### src/rtl/regex_pkg.sv
// Shared definitions for the regex matcher front-end and its line feeder.
package regex_pkg;

  localparam int unsigned REGEX_WIDTH  = 21;
  localparam int unsigned REGEX_LINE_W = 16;

  typedef enum logic [1:0] {
    ST_IDLE,
    ST_SHIFT,
    ST_SETTLE,
    ST_REPORT
  } feeder_state_t;

endpackage

### src/rtl/regex_piso.sv
// Parallel-in/serial-out shifter: MSB-first registered serial bit, with a
// done flag raised while the final bit is on the output.
module regex_piso
  import regex_pkg::*;
#(
  parameter int unsigned WIDTH = REGEX_WIDTH
) (
  input  logic             clk_i,
  input  logic             rst_i,
  input  logic             load_i,
  input  logic             shift_i,
  input  logic [WIDTH-1:0] data_i,
  output logic             ser_o,
  output logic             done_o
);

  localparam int unsigned CW = (WIDTH > 1) ? $clog2(WIDTH) : 1;

  logic [WIDTH-1:0] sr_q;
  logic [CW-1:0]    cnt_q;
  logic             ser_q;

  // The MSB goes straight into the output register on load, so sr_q holds
  // only the bits still to come; the serial output drops to 0 after the last bit.
  always_ff @(posedge clk_i) begin
    if (rst_i) begin
      sr_q  <= '0;
      cnt_q <= '0;
      ser_q <= 1'b0;
    end else if (load_i) begin
      ser_q <= data_i[WIDTH-1];
      sr_q  <= data_i << 1;
      cnt_q <= CW'(WIDTH - 1);
    end else if (shift_i) begin
      ser_q <= (cnt_q == '0) ? 1'b0 : sr_q[WIDTH-1];
      sr_q  <= sr_q << 1;
      if (cnt_q != '0) begin
        cnt_q <= cnt_q - CW'(1);
      end
    end
  end

  assign ser_o  = ser_q;
  assign done_o = (cnt_q == '0);

endmodule

### src/rtl/regex_line_feeder.sv
// Serialises one input line per handshake onto the regex matcher, waits a
// settle window, samples the match output and returns a numbered result.
module regex_line_feeder
  import regex_pkg::*;
#(
  parameter int unsigned WIDTH  = REGEX_WIDTH,
  parameter int unsigned SETTLE = 1,
  parameter int unsigned LINE_W = REGEX_LINE_W
) (
  input  logic              clk,
  input  logic              reset,
  input  logic              in_valid,
  output logic              in_ready,
  input  logic [WIDTH-1:0]  in_data,
  output logic              re_i,
  output logic              re_ic,
  input  logic              re_o,
  output logic              res_valid,
  input  logic              res_ready,
  output logic              res_match,
  output logic [LINE_W-1:0] res_line,
  output logic [LINE_W-1:0] match_count,
  output logic              busy
);

  localparam int unsigned SW = (SETTLE > 1) ? $clog2(SETTLE) : 1;

  feeder_state_t     state_q;
  logic [SW-1:0]     settle_q;
  logic [LINE_W-1:0] line_cnt_q;
  logic [LINE_W-1:0] res_line_q;
  logic [LINE_W-1:0] match_cnt_q;
  logic              re_i_q;
  logic              res_valid_q;
  logic              res_match_q;
  logic              accept;
  logic              shift_en;
  logic              piso_done;

  assign in_ready = (state_q == ST_IDLE);
  assign busy     = (state_q != ST_IDLE);
  assign accept   = in_valid && in_ready;
  assign shift_en = (state_q == ST_SHIFT);

  regex_piso #(
    .WIDTH(WIDTH)
  ) u_piso (
    .clk_i  (clk),
    .rst_i  (reset),
    .load_i (accept),
    .shift_i(shift_en),
    .data_i (in_data),
    .ser_o  (re_ic),
    .done_o (piso_done)
  );

  always_ff @(posedge clk) begin
    if (reset) begin
      state_q     <= ST_IDLE;
      settle_q    <= '0;
      line_cnt_q  <= '0;
      res_line_q  <= '0;
      match_cnt_q <= '0;
      re_i_q      <= 1'b0;
      res_valid_q <= 1'b0;
      res_match_q <= 1'b0;
    end else begin
      re_i_q <= 1'b1;
      case (state_q)
        ST_IDLE: begin
          if (in_valid) begin
            line_cnt_q <= line_cnt_q + LINE_W'(1);
            state_q    <= ST_SHIFT;
          end
        end
        ST_SHIFT: begin
          if (piso_done) begin
            settle_q <= SW'(SETTLE - 1);
            state_q  <= ST_SETTLE;
          end
        end
        ST_SETTLE: begin
          if (settle_q == '0) begin
            res_match_q <= re_o;
            res_line_q  <= line_cnt_q;
            res_valid_q <= 1'b1;
            if (re_o && (match_cnt_q != '1)) begin
              match_cnt_q <= match_cnt_q + LINE_W'(1);
            end
            state_q <= ST_REPORT;
          end else begin
            settle_q <= settle_q - SW'(1);
          end
        end
        ST_REPORT: begin
          if (res_ready) begin
            res_valid_q <= 1'b0;
            state_q     <= ST_IDLE;
          end
        end
        default: state_q <= ST_IDLE;
      endcase
    end
  end

  assign re_i        = re_i_q;
  assign res_valid   = res_valid_q;
  assign res_match   = res_match_q;
  assign res_line    = res_line_q;
  assign match_count = match_cnt_q;

endmodule

### config.mk
export PLATFORM = sky130hd
export DESIGN_NAME = regex_line_feeder
export DESIGN_NICKNAME = d
export VERILOG_FILES = /design/src/rtl/regex_pkg.sv /design/src/rtl/regex_piso.sv /design/src/rtl/regex_line_feeder.sv
export SDC_FILE = /design/constraint.sdc
export NUM_CORES = 1
export LEC_CHECK = 0
export BUFFER_PORTS_ARGS = -buffer_cell sky130_fd_sc_hd__buf_2
export CAP_MARGIN = 0
export CORE_MARGIN = 3
export CORE_UTILIZATION = 50
export DETAILED_ROUTE_END_ITERATION = 10
export PLACE_DENSITY_LB_ADDON = 0.05
export SLEW_MARGIN = 20
export SYNTH_ARGS = -nofsm -noshare
export SYNTH_HDL_FRONTEND = slang
export SYNTH_SLANG_ARGS = --single-unit
### constraint.sdc
create_clock -name clk -period 2 [get_ports clk]
set_clock_uncertainty 0.15 [all_clocks]
set_input_delay 0.3 -clock clk [delete_from_list [all_inputs] [get_ports clk]]
set_output_delay 0.3 -clock clk [all_outputs]
set_load 0.05 [all_outputs]
==> results.ini <==
[floorplan]
core_region_area_um2=6530
top_level_ports=64
die_x_um=89.2
placementRows=29
die_height_um=89.2
start_util=0.530
floorplan.die_area_um2=7960

[placed_design]
dp.final_hpwl_mm=5.02
port_buffers=63
placed_area_um2=4020
dpl_worst_slack_ps=-14.2
gpl.final_weighted_congestion=0.859

[cts]
cts-buffers-inserted=9
clk-insertion-delay-late_ps=340
postCtsHoldBufs=0
clock-sinks=79
ctsRootBufferMaster=clkbuf_8
htree_num_levels=3
cts-root-to-sink-buffers=2
cts_tree=yes
cts.clk_slew.worst_paths_ps=80

[drt]
detailedRoute.firstIterationViolations=83
m1WireLength_mm=3.53
routed-wl-met3_um=266
drt-vias-per-instance=5.42
postRouteWirelength_mm=7.31
drt_pre_antenna_iters=4
final_antenna_net_count=0
highest_layer=met4
remaining_drc_errors=0
wl_met2_mm=3.42
via_total_after_detailed_routing=2910
routed_len_inst_um=13.6

[cells_and_area]
syn_to_final_growth_pct=23.7
mostFrequentLayoutCells=nor2_1 (66), buf_2 (63), dfxtp_1 (62)
most_common_cell_after_layout_fill_and_taps_aside=nor2_1
layout.filler_cells=592
multi_input_area_um2=1820
insertedDiodeCount=0
layout.nets=489
finalInstanceArea_um2=4280
post_route_cells_drive_above_1_share=0.293
sequential_cell_area_um2=1610

[worst_setup_path]
critical_path.top_delay_family=simple AND/OR/NAND/NOR gates
crit_type=reg -> reg
r2r-start=u_piso.cnt_q[1]
worst-path-max-fanout=3
timing.critical_path.slowest_cell_delay_ps=460
worstPathBufferInverterCount=2
slowest_stage=or4b_4
crit_path_start_kind=flip-flop
data_arrival_time_of_the_critical_path_ps=2060
crit_required_ps=2080
setup.worst_path.end_class=flip-flop
crit_path_cell_trace=inv_2 > ha_4 > or4b_4 > a222oi_1 > buf_4 > mux2i_1 > nor2_1
setup.worst_path.start=u_piso.cnt_q[1]

[sta]
final_critical_path_setup_slack_ps=19.2
setup_violations=0
rsz0062_at_grt=true
layout_worst_path_cycle_share=0.990
worst_slew_margin_rel=0.709
worst_slew_pin_slew_ps=435
report.final.hold_viol_count=0
timing.final.max_slew_violations=0
timing.final.crit_period_ps=1980
max_freq_mhz=505

[yosys]
synth_enable_flop_cells=0
async_reset_ff_frac=0
dominantRegCellSynth=dfxtp_1
ys.warnings.count=0
synth.yosys.seq_area_share=0.456
synthesis.instances=382
syn_nets=416
syn_avg_cell_area_um2=9.07
syn-cell-area_um2=3460
yosysUniqueCellTypes=42
ys_ff_latch=79

[global_routing]
maximum_number_of_pins_on_one_net_before_global_route_repair=43
gr-usage-all-layers=0.189
grt_first_pass_wirelength_mm=11.9
antenna_violations_before_repair=0
grt-ovfl-total=0
grt_pass1_vias=2577

[pwr]
static_power_due_to_leakage_uw=0.00171
sequentialPowerShare=0.399
cell_internal_pwr_uw=3220
switching_power_total_uw=1650
p_per_area_nw_per_um2=1140
clock_power_share=0.257
combinational_fraction_of_design_power=0.344
power_switching_share=0.338
power.ir.vdd_worst_uv=671
power.total_uw=4860

[min_path]
hold_class=in -> reg
hold_path.startpoint=in_data[0]

[outcome]
result_of_the_run=finished clean

[run]
max-cap-violations=0

[power by group through the flow]
stage / logic, µW / registers (µW) / clock network (µW)
after global placement: 1590 / 1960 / 0
after global routing: 1840 / 1970 / 1350
after floorplan: 1150 / 2030 / 0
after detailed placement: 1610 / 1970 / 0
after CTS: 1630 / 1940 / 1280
final: 1670 / 1940 / 1250
[synthesized netlist by cell type, types with 8 or more instances]
| cell | number | share of area |
|---|---|---|
| inv_1 | 14 | 0.015 |
| ha_1 | 8 | 0.029 |
| nor2_1 | 66 | 0.072 |
| a211oi_1 | 21 | 0.046 |
| nor3_1 | 13 | 0.019 |
| nand3_1 | 13 | 0.019 |
| mux2i_1 | 37 | 0.11 |
| xnor2_1 | 8 | 0.020 |
| clkbuf_1 | 14 | 0.015 |
| nand2_1 | 16 | 0.017 |
| a21oi_1 | 15 | 0.022 |
| dfxtp_1 | 79 | 0.46 |
[logic make-up after synthesis]
| logic type | after synthesis | synth area share |
|---|---|---|
| mux | 43 | 0.126 |
| simple gates | 148 | 0.206 |
| buf+inv | 36 | 0.0404 |
| fa+ha+maj | 8 | 0.0289 |
| compound gates | 55 | 0.109 |
| xor+xnor | 13 | 0.0329 |
| flops | 79 | 0.456 |
[sequential cells by signal (all words and copies together), names as in the netlist]
signal / cells
res_valid: 1
res_line: 16
res_match: 1
re_i: 1
u_piso.cnt_q: 5
u_piso.sr_q: 20
line_cnt_q: 16
u_piso.ser_o: 1
match_count: 16
state_q: 2
[worst reg2reg max path: cells and delay by family (launching register included)]
family	cells	cell delay (ps)
and+or+nand+nor	2	520
adders and majority gates	1	130
muxes	1	170
AOI/OAI and AO/OA	1	320
DFF	1	330
buffers and inverters	2	250
[worst paths after layout]
path,end,slack (ps),cells after the start
max reg2reg,state_q[1],20,7
min reg2reg,u_piso.sr_q[1],320,2
max,state_q[1],20,7
min,u_piso.sr_q[1],50,3
[per-stage QoR]
stage	TNS [ps]	utilization	hold slack [ps]	cells
2_1_floorplan	-2.40	-	286	382
3_3_place_gp	0	0.615	302	520
3_5_place_dp	-14.2	0.615	310	520
4_1_cts	0	0.648	35.3	536
5_1_grt	-41.2	0.656	43.4	537
6_report	0	0.656	51.1	537
[area by class of cell]
class                   instances  area share
clock buffers                  12      0.0315
inverters                      14      0.0123
flip-flops and latches         79       0.376
repair buffers                 84       0.117
multi-input cells             267       0.424
clock inverters                 4      0.0164
well taps                      77      0.0225
[what timing repair did]
action,in CTS,in global routing
setup buffers,0,1
pin swaps,0,5
gates resized for setup,1,12
endpoints found under the setup margin,2,12
[routing by layer]
layer	up-vias	global-route usage
met3	7	0.0350
met4	0	0.0866
met2	50	0.296
li1	1499	-
met1	1354	0.253
met5	-	0
Power figures use the tool's default switching activity.
